### src/rtl/dsm_cic_decimator.sv
// Third-order CIC decimator that rebuilds OUT_W-bit samples from the 1-bit delta-sigma stream.
// Define DSM_CIC_UNSIGNED_EN to emit offset-binary (modulator vin format) instead of signed output.
module dsm_cic_decimator #(
    parameter int DECIM = 64,
    parameter int ORDER = 3,
    parameter int OUT_W = 20
) (
    input  logic             clock,
    input  logic             reset,
    input  logic             pwm,
    input  logic             in_valid,
    output logic [OUT_W-1:0] out_data,
    output logic             out_valid,
    input  logic             out_ready,
    output logic             overrun
);

    localparam int CNT_W = $clog2(DECIM);

    if (ORDER != 3 || OUT_W < 2 + ORDER * CNT_W || (1 << CNT_W) != DECIM) begin : g_bad_cfg
        $error("dsm_cic_decimator: unsupported DECIM/ORDER/OUT_W combination");
    end

    logic [OUT_W-1:0] r_int1, r_int2, r_int3;
    logic [OUT_W-1:0] r_d1, r_d2, r_d3;
    logic [CNT_W-1:0] r_cnt;
    logic             r_dump;

    logic [OUT_W-1:0] w_sample;
    logic [OUT_W-1:0] w_int1_nxt, w_int2_nxt, w_int3_nxt;
    logic [OUT_W-1:0] w_c1, w_c2, w_c3;
    logic [OUT_W-1:0] w_result;
    logic             w_last;

    // Integrators are chained within one cycle so integrator 3 already holds the newest sample.
    always_comb begin
        w_sample   = pwm ? OUT_W'(1) : {OUT_W{1'b1}};
        w_int1_nxt = r_int1 + w_sample;
        w_int2_nxt = r_int2 + w_int1_nxt;
        w_int3_nxt = r_int3 + w_int2_nxt;
        w_last     = (r_cnt == CNT_W'(DECIM - 1));
        w_c1       = r_int3 - r_d1;
        w_c2       = w_c1 - r_d2;
        w_c3       = w_c2 - r_d3;
    end

`ifdef DSM_CIC_UNSIGNED_EN
    logic signed [OUT_W+1:0] w_wide;

    // 2*y + half-scale, then clamp to the unsigned OUT_W range.
    always_comb begin
        w_wide = $signed({w_c3[OUT_W-1], w_c3, 1'b0})
               + $signed({2'b00, 1'b1, {(OUT_W-1){1'b0}}});
        if (w_wide[OUT_W+1]) begin
            w_result = '0;
        end else if (w_wide[OUT_W]) begin
            w_result = '1;
        end else begin
            w_result = w_wide[OUT_W-1:0];
        end
    end
`else
    always_comb begin
        w_result = w_c3;
    end
`endif

    // NOTE: every register here uses <= so all stages see pre-edge values, giving a clean pipeline.
    always_ff @(posedge clock or negedge reset) begin
        if (!reset) begin
            r_int1    <= '0;
            r_int2    <= '0;
            r_int3    <= '0;
            r_d1      <= '0;
            r_d2      <= '0;
            r_d3      <= '0;
            r_cnt     <= '0;
            r_dump    <= 1'b0;
            out_data  <= '0;
            out_valid <= 1'b0;
            overrun   <= 1'b0;
        end else begin
            if (in_valid) begin
                r_int1 <= w_int1_nxt;
                r_int2 <= w_int2_nxt;
                r_int3 <= w_int3_nxt;
                r_cnt  <= r_cnt + CNT_W'(1);
                r_dump <= w_last;
            end else begin
                r_dump <= 1'b0;
            end

            // A dump always wins over consumption; overwriting an unconsumed sample is flagged.
            if (r_dump) begin
                r_d1      <= r_int3;
                r_d2      <= w_c1;
                r_d3      <= w_c2;
                out_data  <= w_result;
                out_valid <= 1'b1;
                if (out_valid && !out_ready) begin
                    overrun <= 1'b1;
                end
            end else if (out_valid && out_ready) begin
                out_valid <= 1'b0;
            end
        end
    end

endmodule

### config.mk
export PLATFORM = sky130hd
export DESIGN_NAME = dsm_cic_decimator
export DESIGN_NICKNAME = d
export VERILOG_FILES = /design/src/rtl/dsm_cic_decimator.sv
export SDC_FILE = /design/constraint.sdc
export NUM_CORES = 1
export LEC_CHECK = 0
export ABC_AREA = 1
export CORE_MARGIN = 1.5
export CORE_UTILIZATION = 50
export DETAILED_ROUTE_END_ITERATION = 7
export PLACE_DENSITY = 0.69
export SETUP_SLACK_MARGIN = 0.02
export SLEW_MARGIN = 20
export SYNTH_ARGS = -nofsm -noshare
export SYNTH_HDL_FRONTEND = slang
export SYNTH_SLANG_ARGS = --single-unit
### constraint.sdc
create_clock -name clock -period 4 [get_ports clock]
set_clock_uncertainty 0.05 [all_clocks]
set_input_delay 0.8 -clock clock [delete_from_list [all_inputs] [get_ports clock]]
set_output_delay 0.8 -clock clock [all_outputs]
set_load 0.05 [all_outputs]
==> results.toml, run 1 <==
[run_status]
status = "finished, violations left"
violations = "setup timing"

[setup_path]
worst-r2r-cell-count = 25
ff2ff_setup_slack_ns = -0.88
slowest_stage = "ha_1"
worstReg2RegStart = "r_int1[5]"
endpoint_kind = "register"
startpoint_type = "input port"
endpoint = "r_int3[18]"
crit_arrival_ns = 5.53
crit_required_ns = 4.29
crit_path_start = "pwm"
slowest_delay_ns = 0.35
reg2reg_to = "r_int3[18]"
cp_common_cell = "buf_4"
path_class = "in2reg"
critPathMaxFanout = 5

[yosys]
synth_edf_count = 0
ys_ff_latch = 149
synth.area.mux_share = 0
synthAdderAreaFrac = 0.140
avgSynthCellArea_sq_um = 7.66
yosysWarnings = 0
synth_top_flop_cell = "dfrtp_1"
syn-num-nets = 1615
seq_area_frac_synth = 0.328
yosys.cell_types.count = 54
syn_inst = 1486
synth_area_sq_mm = 0.0114
synth_top_family_by_area = "simple AND/OR/NAND/NOR gates"
ys_async_sr_fraction = 1.00
synth-simple-area-share = 0.228
synth_compound_area_frac = 0.160
synthXorXnorAreaFrac = 0.0782

[place]
hpwl_um = 23100
port_buffers = 26
place_inst = 2112
gp_congestion = 0.909

[cts]
cts_tree = "done"
cts.sinks = 149
clkSlewWorstSetupHoldPaths_ns = 0.07
htree_levels = 4
root_buffer = "clkbuf_16"
cts_made_buffers = 17
cts_buffer_depth = 2
clock_latency_ns = 0.46

[detailed_routing]
drt_iter0_markers = 1181
ant_nets = 0
top_layer_used = "met4"
finalWirelength_um = 48700
wl_met1_um = 16800
dr_wl_met2_um = 24800
dr.pass1.iters = 5
wire_per_inst_um = 21.6
vias_per_cell = 6.00
vias = 13537
met3_length_um = 3000
drc_errors = 0

[global_route]
antenna_found_initial = 0
grt-ovfl-total = 0
grt_pass1_vias = 12659
grt_max_degree = 107
grt_usage = 0.309
grt_pass1_wl_um = 58900

[sta]
rsz0062_at_grt = "true"
worst_slew_pin_slew_ns = 1.12
postLayoutSetupSlackWorst_ns = -1.24
whs_ns = 0.376
period_needed_ns = 5.24
finalCritPeriodShare = 1.31
fmax_mhz = 191
hold_viol = 0
setup_viol = 31
drv_slew = 0
slew_headroom = 0.256

[cells_and_area]
final_nets = 2088
fin_cells = 2257
layout_common_cells = "407 x buf_4, 326 x nand2_1, 148 x dfrtp_1, 130 x inv_1, 84 x o21ai_0"
layout_commonest_cell = "buf_4"
antenna_cells = 0
final_layout_size_suffix_gt1_frac = 0.496
area_growth_pct = 68.4

[floorplanning]
fp.dieW_um = 154
die-area_sq_mm = 0.0237
die_h_um = 154
rows = 55
ios = 27
start_util = 0.506
coreArea_sq_mm = 0.0225

[job]
cap_violations = 0

[hold_path]
hold_class = "in2async"
==> flip-flops by register name, indices dropped and copies added, names as in the netlist <==
| register | cells |
|---|---|
| r_d2 | 20 |
| r_cnt | 6 |
| out_data | 20 |
| out_valid | 1 |
| r_dump | 1 |
| r_d1 | 20 |
| r_int1 | 20 |
| r_int2 | 20 |
| overrun | 1 |
| r_int3 | 20 |
| r_d3 | 20 |
==> logic make-up (layout without fill, tap and decap cells) <==
logic type,Yosys count,in the layout
AOI/OAI and AO/OA,316,316
xor gates and xnor gates,99,99
adders and majority gates,124,124
buffers and inverters,198,684
DFF,149,149
and+or+nand+nor,600,600
==> stage by stage <==
| stage | setup WS (ns) | TNS (ns) | area [sq um] | util |
|---|---|---|---|---|
| finish | -1.24 | -15.09 | 19200 | 0.852 |
| global route | -1.39 | -19.33 | 19200 | 0.852 |
| CTS | -0.714 | -6.95 | 17300 | 0.767 |
| detailed placement | -1.91 | -37.18 | 14600 | 0.648 |
| global placement | -1.84 | -35.66 | 14600 | 0.648 |
| floorplan | -1.09 | -7.45 | 11500 | - |
==> timing repair <==
| action | CTS | global route |
|---|---|---|
| hold buffers | 0 | 0 |
| setup buffers | 71 | 47 |
| endpoints found under the setup margin | 37 | 33 |
| cloned | 0 | 0 |
| pin swaps | 132 | 193 |
| resized for setup | 316 | 313 |
==> per-layer routing <==
metal	up-vias	global-route usage
met1	6532	0.324
met2	808	0.583
met4	0	0.192
met5	-	0
met3	358	0.0406
li1	5839	-
==> synthesized netlist by cell type (2+ instances only) <==
| cell | count | area [sq um] |
|---|---|---|
| nand4_1 | 15 | 93.8 |
| fa_1 | 6 | 120 |
| buf_1 | 3 | 11.3 |
| xor2_2 | 3 | 48.8 |
| o31ai_1 | 6 | 45.0 |
| or2_2 | 2 | 12.5 |
| nor2_1 | 58 | 218 |
| a21oi_2 | 16 | 140 |
| xnor2_1 | 33 | 289 |
| nand2_1 | 410 | 1540 |
| o211ai_2 | 2 | 25.0 |
| nand3_2 | 10 | 100 |
| nor3_1 | 6 | 30.0 |
| dfrtp_1 | 149 | 3730 |
| o21bai_1 | 8 | 60.1 |
| inv_2 | 8 | 30.0 |
| ha_1 | 118 | 1480 |
| nand3_1 | 61 | 305 |
| nor2_4 | 2 | 22.5 |
| o21ai_1 | 18 | 90.1 |
| o21ai_0 | 130 | 651 |
| nor2_2 | 3 | 18.8 |
| xor2_1 | 63 | 552 |
| nor4_1 | 6 | 37.5 |
| nand3b_1 | 3 | 22.5 |
| a21oi_1 | 96 | 480 |
| inv_1 | 158 | 593 |
| a21oi_4 | 2 | 32.5 |
| a31oi_1 | 13 | 81.3 |
| o21ai_2 | 4 | 35.0 |
| clkbuf_1 | 23 | 86.3 |
| a41oi_1 | 2 | 17.5 |
| nand4_2 | 2 | 25.0 |
| buf_2 | 4 | 20.0 |
| a21boi_0 | 2 | 15.0 |
| nor3_2 | 2 | 20.0 |
| a21o_1 | 10 | 75.1 |
| and2_1 | 2 | 12.5 |
| nand2_2 | 12 | 75.1 |
==> worst max-delay path: cells and delay by family <==
kind / cells / cell delay [ns]
buffers and inverters: 8 / 1.26
xor gates and xnor gates: 2 / 0.50
AOI/OAI and AO/OA: 7 / 1.19
and+or+nand+nor: 8 / 0.86
adders and majority gates: 3 / 0.92
==> worst min path at each step <==
stage | to | slack [ns] | depth (start not counted)
after floorplan | r_int2[0] | 0.40 | 2
after global placement | overrun | 0.41 | 1
after detailed placement | overrun | 0.41 | 1
after CTS | r_d2[15] | 0.43 | 1
after global routing | r_cnt[4] | 0.45 | 1
final | r_d2[15] | 0.38 | 1
==> cell type report <==
cell class / instances / area [sq um]
clock buffer: 18 / 429
clock inverter: 14 / 156
fill: 971 / 3340
inverter: 167 / 639
multi-input combinational: 1139 / 9940
sequential: 149 / 3730
tap: 285 / 357
timing repair buffer: 485 / 3910
Power of run 1 is left out: the tool's default activity adds up to more than one toggle a clock period on the data nets, which glitch-free logic cannot reach.
==> run 2, diff against run 1 <==
--- a/config.mk
+++ b/config.mk
@@ -9,6 +9,7 @@
 export CORE_MARGIN = 1.5
 export CORE_UTILIZATION = 50
 export DETAILED_ROUTE_END_ITERATION = 7
+export GPL_TIMING_DRIVEN = 0
 export PLACE_DENSITY = 0.69
 export SETUP_SLACK_MARGIN = 0.02
 export SLEW_MARGIN = 20
==> run 2 against run 1 <==
Compared with the run above:
- the flow still finishes with violations (setup timing)
- first-iteration DRC count is 41% lower
- core utilization shrank 13 points
- critical endpoint is now r_int3[19]
- routed wire length fell by 24%
==> results.toml, run 2 (same netlist as run 1, synthesis figures left out) <==
[global_route]
antenna_found_initial = 0
grt-ovfl-total = 0
grt_pass1_wl_um = 53900
grt_usage = 0.286
grt_max_degree = 79
grt_pass1_vias = 11098

[floorplanning]
rows = 55
ios = 27
die-area_sq_mm = 0.0237
start_util = 0.506
die_h_um = 154
fp.dieW_um = 154
coreArea_sq_mm = 0.0225

[detailed_routing]
vias_per_cell = 5.73
wire_per_inst_um = 18.8
vias = 11341
drc_errors = 0
ant_nets = 0
finalWirelength_um = 37100
dr.pass1.iters = 6
drt_iter0_markers = 696

[hold_path]
hold_class = "in2async"

[setup_path]
crit_required_ns = 4.28
ff2ff_setup_slack_ns = -0.74
crit_arrival_ns = 5.36
path_class = "in2reg"
startpoint_type = "input port"
critPathMaxFanout = 6
endpoint_kind = "register"

[run_status]
status = "finished, violations left"
violations = "setup timing"

[cells_and_area]
layout_common_cells = "352 x nand2_1, 140 x dfrtp_1, 137 x inv_1, 135 x buf_4, 93 x o21ai_0"
final_nets = 1809
final_layout_size_suffix_gt1_frac = 0.365
area_growth_pct = 43.6
layout_commonest_cell = "nand2_1"
antenna_cells = 0

[place]
port_buffers = 25
place_worst_setup_slack_ns = -2.90
hpwl_um = 22100
gp_congestion = 0.930

[cts]
clkSlewWorstSetupHoldPaths_ns = 0.07
clock_latency_ns = 0.45
cts_hold_buf = 0
root_buffer = "clkbuf_16"
cts.sinks = 149
cts_buffer_depth = 2
cts_made_buffers = 17
cts_tree = "done"
htree_levels = 4

[sta]
worst_slew_pin_slew_ns = 0.716
postLayoutSetupSlackWorst_ns = -1.08
hold_viol = 0
finalCritPeriodShare = 1.27
fmax_mhz = 197
drv_slew = 0
setup_viol = 25
period_needed_ns = 5.08
rsz0062_at_grt = "true"
slew_headroom = 0.522

[job]
cap_violations = 0
==> run 2: changes by cell type in the layout (fill, tap and decap cells not counted), moves of 10 or more <==
cell / delta
clkbuf_1: +23
ha_2: +10
a21oi_1: +12
buf_4: -272
nand2_1: +26
buf_6: -40
nand2_2: -17
==> run 2: what timing repair did <==
item	4_1_cts	5_1_grt
gates cloned	1	0
pin swaps	115	102
setup buffers	92	61
gates resized for setup	261	238
endpoints found under the hold margin	0	0
setup endpoints to repair	43	34
==> run 2: metal layers <==
metal / vias to the layer above / part of all wire / global-route usage / wire [um]
met4: 0 / 0.051 / 0.137 / 1890
met2: 383 / 0.52 / 0.519 / 19300
li1: 5308 / - / - / -
met1: 5510 / 0.39 / 0.328 / 14400
met5: - / 0 / 0 / 0
met3: 140 / 0.042 / 0.0454 / 1550
==> run 2: critical path: stages <==
cell and delay (ns):
buf_8 0.08, clkinvlp_4 0.14, clkbuf_16 0.21, buf_4 0.15, ha_1 0.37, a21oi_2 0.22, o21ai_1 0.10, a21oi_1 0.15
a21boi_2 0.26, xor2_2 0.28, ha_4 0.27, nand2_2 0.14, nor2_1 0.08, a211oi_2 0.25, nand3_1 0.14, xor2_1 0.19
ha_1 0.33, inv_1 0.11, nor3_4 0.25, nand2_2 0.09, o311ai_4 0.41, inv_2 0.09, nand3_2 0.08, nand3_2 0.06
nand2_1 0.06, nand2_1 0.05
==> run 2: final timing paths <==
check	startpoint	endpoint	depth (start not counted)
max	pwm	r_int3[19]	26
min	reset	r_d2[12]	1
max reg2reg	r_int1[4]	r_int3[19]	31
min reg2reg	overrun	overrun	1
max in group asynchronous	reset	r_int2[5]	2
min in group clock	overrun	overrun	1
==> run 2: area by class of cell <==
class / count / area, sq um
multi-input combinational: 1139 / 9420
fill: 1517 / 6160
sequential: 149 / 3740
timing repair buffer: 175 / 1490
inverter: 167 / 641
clock buffer: 19 / 443
tap: 285 / 357
buffer: 31 / 125
clock inverter: 13 / 121
==> run 2: per-stage QoR <==
stage | util | std cells | area [sq um] | hold slack, ns | setup TNS (ns)
after detailed placement | 0.540 | 1797 | 12100 | 0.417 | -49.43
after floorplan | - | 1486 | 11500 | 0.396 | -7.45
after global routing | 0.726 | 1978 | 16300 | 0.299 | -12.94
after CTS | 0.655 | 1921 | 14700 | 0.295 | -7.98
after global placement | 0.538 | 1796 | 12100 | 0.409 | -685.15
final | 0.726 | 1978 | 16300 | 0.258 | -9.50
Power of run 2 is left out for the same reason.
==> run 3, diff against run 2 <==
--- a/config.mk
+++ b/config.mk
@@ -7,10 +7,10 @@
 export LEC_CHECK = 0
 export ABC_AREA = 1
 export CORE_MARGIN = 1.5
-export CORE_UTILIZATION = 50
+export CORE_UTILIZATION = 58
 export DETAILED_ROUTE_END_ITERATION = 7
 export GPL_TIMING_DRIVEN = 0
-export PLACE_DENSITY = 0.69
+export PLACE_DENSITY = 0.78
 export SETUP_SLACK_MARGIN = 0.02
 export SLEW_MARGIN = 20
 export SYNTH_ARGS = -nofsm -noshare
==> run 3 against run 2 <==
Compared with the run above:
- the flow now stops in global routing (5_1_grt)
- synthesized cell count unchanged
- area after synthesis did not move
==> results.toml, run 3 <==
[global_route]
grt_max_degree = 85
grt_usage = 0.713
grt-ovfl-total = 36

[run_status]
haltStage = "global routing (5_1_grt)"
status = "stopped before the end"
tool.error = "[ERROR GRT-0232] Routing congestion too high. Check the congestion heatmap in the GUI."

[cts]
cts.sinks = 149
root_buffer = "clkbuf_16"
cts_hold_buf = 0
cts_made_buffers = 17
cts_buffer_depth = 2
htree_levels = 4

[yosys]
avgSynthCellArea_sq_um = 7.66
syn_inst = 1486
seq_area_frac_synth = 0.328
synth_area_sq_mm = 0.0114
yosys.cell_types.count = 54
syn-num-nets = 1615
synth_area_leaders = "dfrtp_1 33%, nand2_1 14%, ha_1 13%"
ys_ff_latch = 149
synthTopCellsByCount = "410 x nand2_1, 158 x inv_1, 149 x dfrtp_1"
yosysWarnings = 0
synth_edf_count = 0
yosysTopAreaCell = "dfrtp_1"
ys_async_sr_fraction = 1.00
yosysMostFrequentCell = "nand2_1"
synth_top_flop_cell = "dfrtp_1"
synth_top_area_frac = 0.328

[place]
hpwl_um = 21800
port_buffers = 25
place_inst = 1777
gp_congestion = 0.960

[floorplanning]
ios = 27
die_h_um = 143
start_util = 0.588
rows = 51
fp.dieW_um = 143

[sta]
timing.grt.repair.worst_endpoint = "r_int3[19]$_DFFE_PN0P_/D"
worst_endpoint_kind = "register data pin"
[run 3: cell counts after synthesis]
No cell type changed its count.
[run 3: layer usage]
layer,global-route usage,overflow
met1,0.710,1
met2,0.892,21
met3,0.563,1
met4,0.706,13
met5,0.140,0
[run 3: timing repair]
item | CTS
endpoints found under the setup margin | 43
pin swaps | 172
gates cloned | 1
resized for setup | 377
setup buffers | 145
[run 3: kinds of logic after synthesis]
family | after synthesis | synth area share
simple gates | 600 | 0.228
compound gates | 316 | 0.160
buf+inv | 198 | 0.0661
flops | 149 | 0.328
fa+ha+maj | 124 | 0.140
xor+xnor | 99 | 0.0782
[run 3: per-stage QoR]
step | setup WS (ns) | TNS (ns) | utilization | hold WS, ns | area (sq um)
3_5_place_dp | -2.90 | -48.65 | 0.627 | 0.414 | 12100
4_1_cts | -0.833 | -5.61 | 0.815 | 0.293 | 15800
3_3_place_gp | -4.13 | -659.75 | 0.625 | 0.410 | 12100
2_1_floorplan | -1.09 | -7.45 | - | 0.396 | 11500
==> run 4, diff against run 3 <==
--- a/config.mk
+++ b/config.mk
@@ -7,11 +7,10 @@
 export LEC_CHECK = 0
 export ABC_AREA = 1
 export CORE_MARGIN = 1.5
-export CORE_UTILIZATION = 58
+export CORE_UTILIZATION = 40
 export DETAILED_ROUTE_END_ITERATION = 7
 export GPL_TIMING_DRIVEN = 0
-export PLACE_DENSITY = 0.78
-export SETUP_SLACK_MARGIN = 0.02
+export PLACE_DENSITY_LB_ADDON = 0.15
 export SLEW_MARGIN = 20
 export SYNTH_ARGS = -nofsm -noshare
 export SYNTH_HDL_FRONTEND = slang
==> constraint.sdc (replaced) <==
create_clock -name clock -period 5.2 [get_ports clock]
set_clock_uncertainty 0.05 [all_clocks]
set_input_delay 1.04 -clock clock [delete_from_list [all_inputs] [get_ports clock]]
set_output_delay 1.04 -clock clock [all_outputs]
set_load 0.05 [all_outputs]
==> run 4 against run 3 <==
Compared with the run above:
- the run now ends clean
==> results.toml, run 4 (same netlist as run 1, synthesis figures left out) <==
[detailed_routing]
vias = 10040
vias_per_cell = 5.12
dr.pass1.iters = 5
drt_iter0_markers = 446
finalWirelength_um = 31600
ant_nets = 0
wire_per_inst_um = 16.1
drc_errors = 0

[cells_and_area]
area_growth_pct = 23.9
final_nets = 1700
final_layout_size_suffix_gt1_frac = 0.188
layout_commonest_cell = "nand2_1"
utilization = 0.506
fin_cells = 1962
final_design_area_no_fill_sq_mm = 0.0141
antenna_cells = 0
layout_common_cells = "391 x nand2_1, 150 x inv_1, 149 x dfrtp_1, 122 x o21ai_0, 80 x ha_1"

[sta]
worst_slew_pin_slew_ns = 0.743
whs_ns = 0.428
slew_headroom = 0.505
hold_viol = 0
finalCritPeriodShare = 0.985
setup_viol = 0
period_needed_ns = 5.12
drv_slew = 0
fmax_mhz = 195
rsz0062_at_grt = "true"

[setup_path]
reg2reg_to = "out_data[19]"
crit_path_start = "pwm"
cp_num_buf_inv = 9
worstReg2RegStart = "r_int3[0]"
crit_arrival_ns = 5.40
crit_required_ns = 5.48
slowest_delay_ns = 0.36
worst-r2r-cell-count = 25
startpoint_type = "input port"
critPathMaxFanout = 5
path_class = "in2reg"
endpoint_kind = "register"
crit_family = "compound AO/OA/AOI/OAI gates"
ff2ff_setup_slack_ns = 0.41
slowest_stage = "o311ai_4"

[floorplanning]
coreArea_sq_mm = 0.0279
die_h_um = 172
rows = 61
die-area_sq_mm = 0.0295
ios = 27
start_util = 0.408
fp.dieW_um = 172

[cts]
htree_levels = 4
cts_made_buffers = 17
cts_tree = "done"
cts.sinks = 149
root_buffer = "clkbuf_16"
clock_latency_ns = 0.44
clkSlewWorstSetupHoldPaths_ns = 0.07
cts_buffer_depth = 2

[place]
port_buffers = 25
hpwl_um = 23300
placed_area_sq_mm = 0.0121
place_inst = 1890
gp_congestion = 0.886

[hold_path]
min_to = "overrun"
hold_class = "reg2reg"
hp-start = "overrun"
min_path_cells = 1

[global_route]
grt_usage = 0.220
grt_max_degree = 76
grt-ovfl-total = 0
grt_pass1_vias = 10019
grt_pass1_wl_um = 50500
antenna_found_initial = 0

[run_status]
status = "complete, no violations"

[job]
cap_violations = 0
-- run 4: per-layer routing --
metal	global-route usage	wire [um]	vias up
li1	-	-	5093
met1	0.266	14100	4767
met2	0.397	15900	128
met3	0.0295	713	52
met4	0.0759	930	0
met5	0	0	-
-- run 4: stage by stage --
| step | setup WS [ns] | setup TNS [ns] |
|---|---|---|
| 6_report | 0.0799 | 0 |
| 2_1_floorplan | -0.133 | -0.133 |
| 5_1_grt | -0.140 | -0.313 |
| 3_3_place_gp | -3.57 | -548.19 |
| 4_1_cts | -0.0283 | -0.0283 |
| 3_5_place_dp | -1.93 | -17.14 |
-- run 4: area by class of cell --
class / instances / area (sq um)
clock buffer: 18 / 439
clock inverter: 14 / 155
multi-input combinational: 1139 / 7900
fill: 2632 / 13800
tap: 378 / 473
timing repair buffer: 66 / 641
sequential: 149 / 3730
buffer: 31 / 125
inverter: 167 / 633
-- run 4: timing repair --
item                       CTS  global route
hold endpoints to repair     0             0
cloned                       1             0
setup endpoints to repair   15            11
pin swaps                   26            59
hold buffers                 0             0
buffers inserted            17            22
resized for setup           89           103
-- run 4: worst max path at each step --
| stage | to | slack, ns | cells past startpoint |
|---|---|---|---|
| 2_1_floorplan | r_int3[19] | -0.13 | 30 |
| 3_3_place_gp | r_int1[16] | -3.57 | 1 |
| 3_5_place_dp | r_int3[19] | -1.93 | 30 |
| 4_1_cts | r_int3[19] | -0.03 | 31 |
| 5_1_grt | r_int3[19] | -0.14 | 32 |
| 6_report | r_int3[19] | 0.08 | 31 |
Power of run 4 is left out for the same reason.
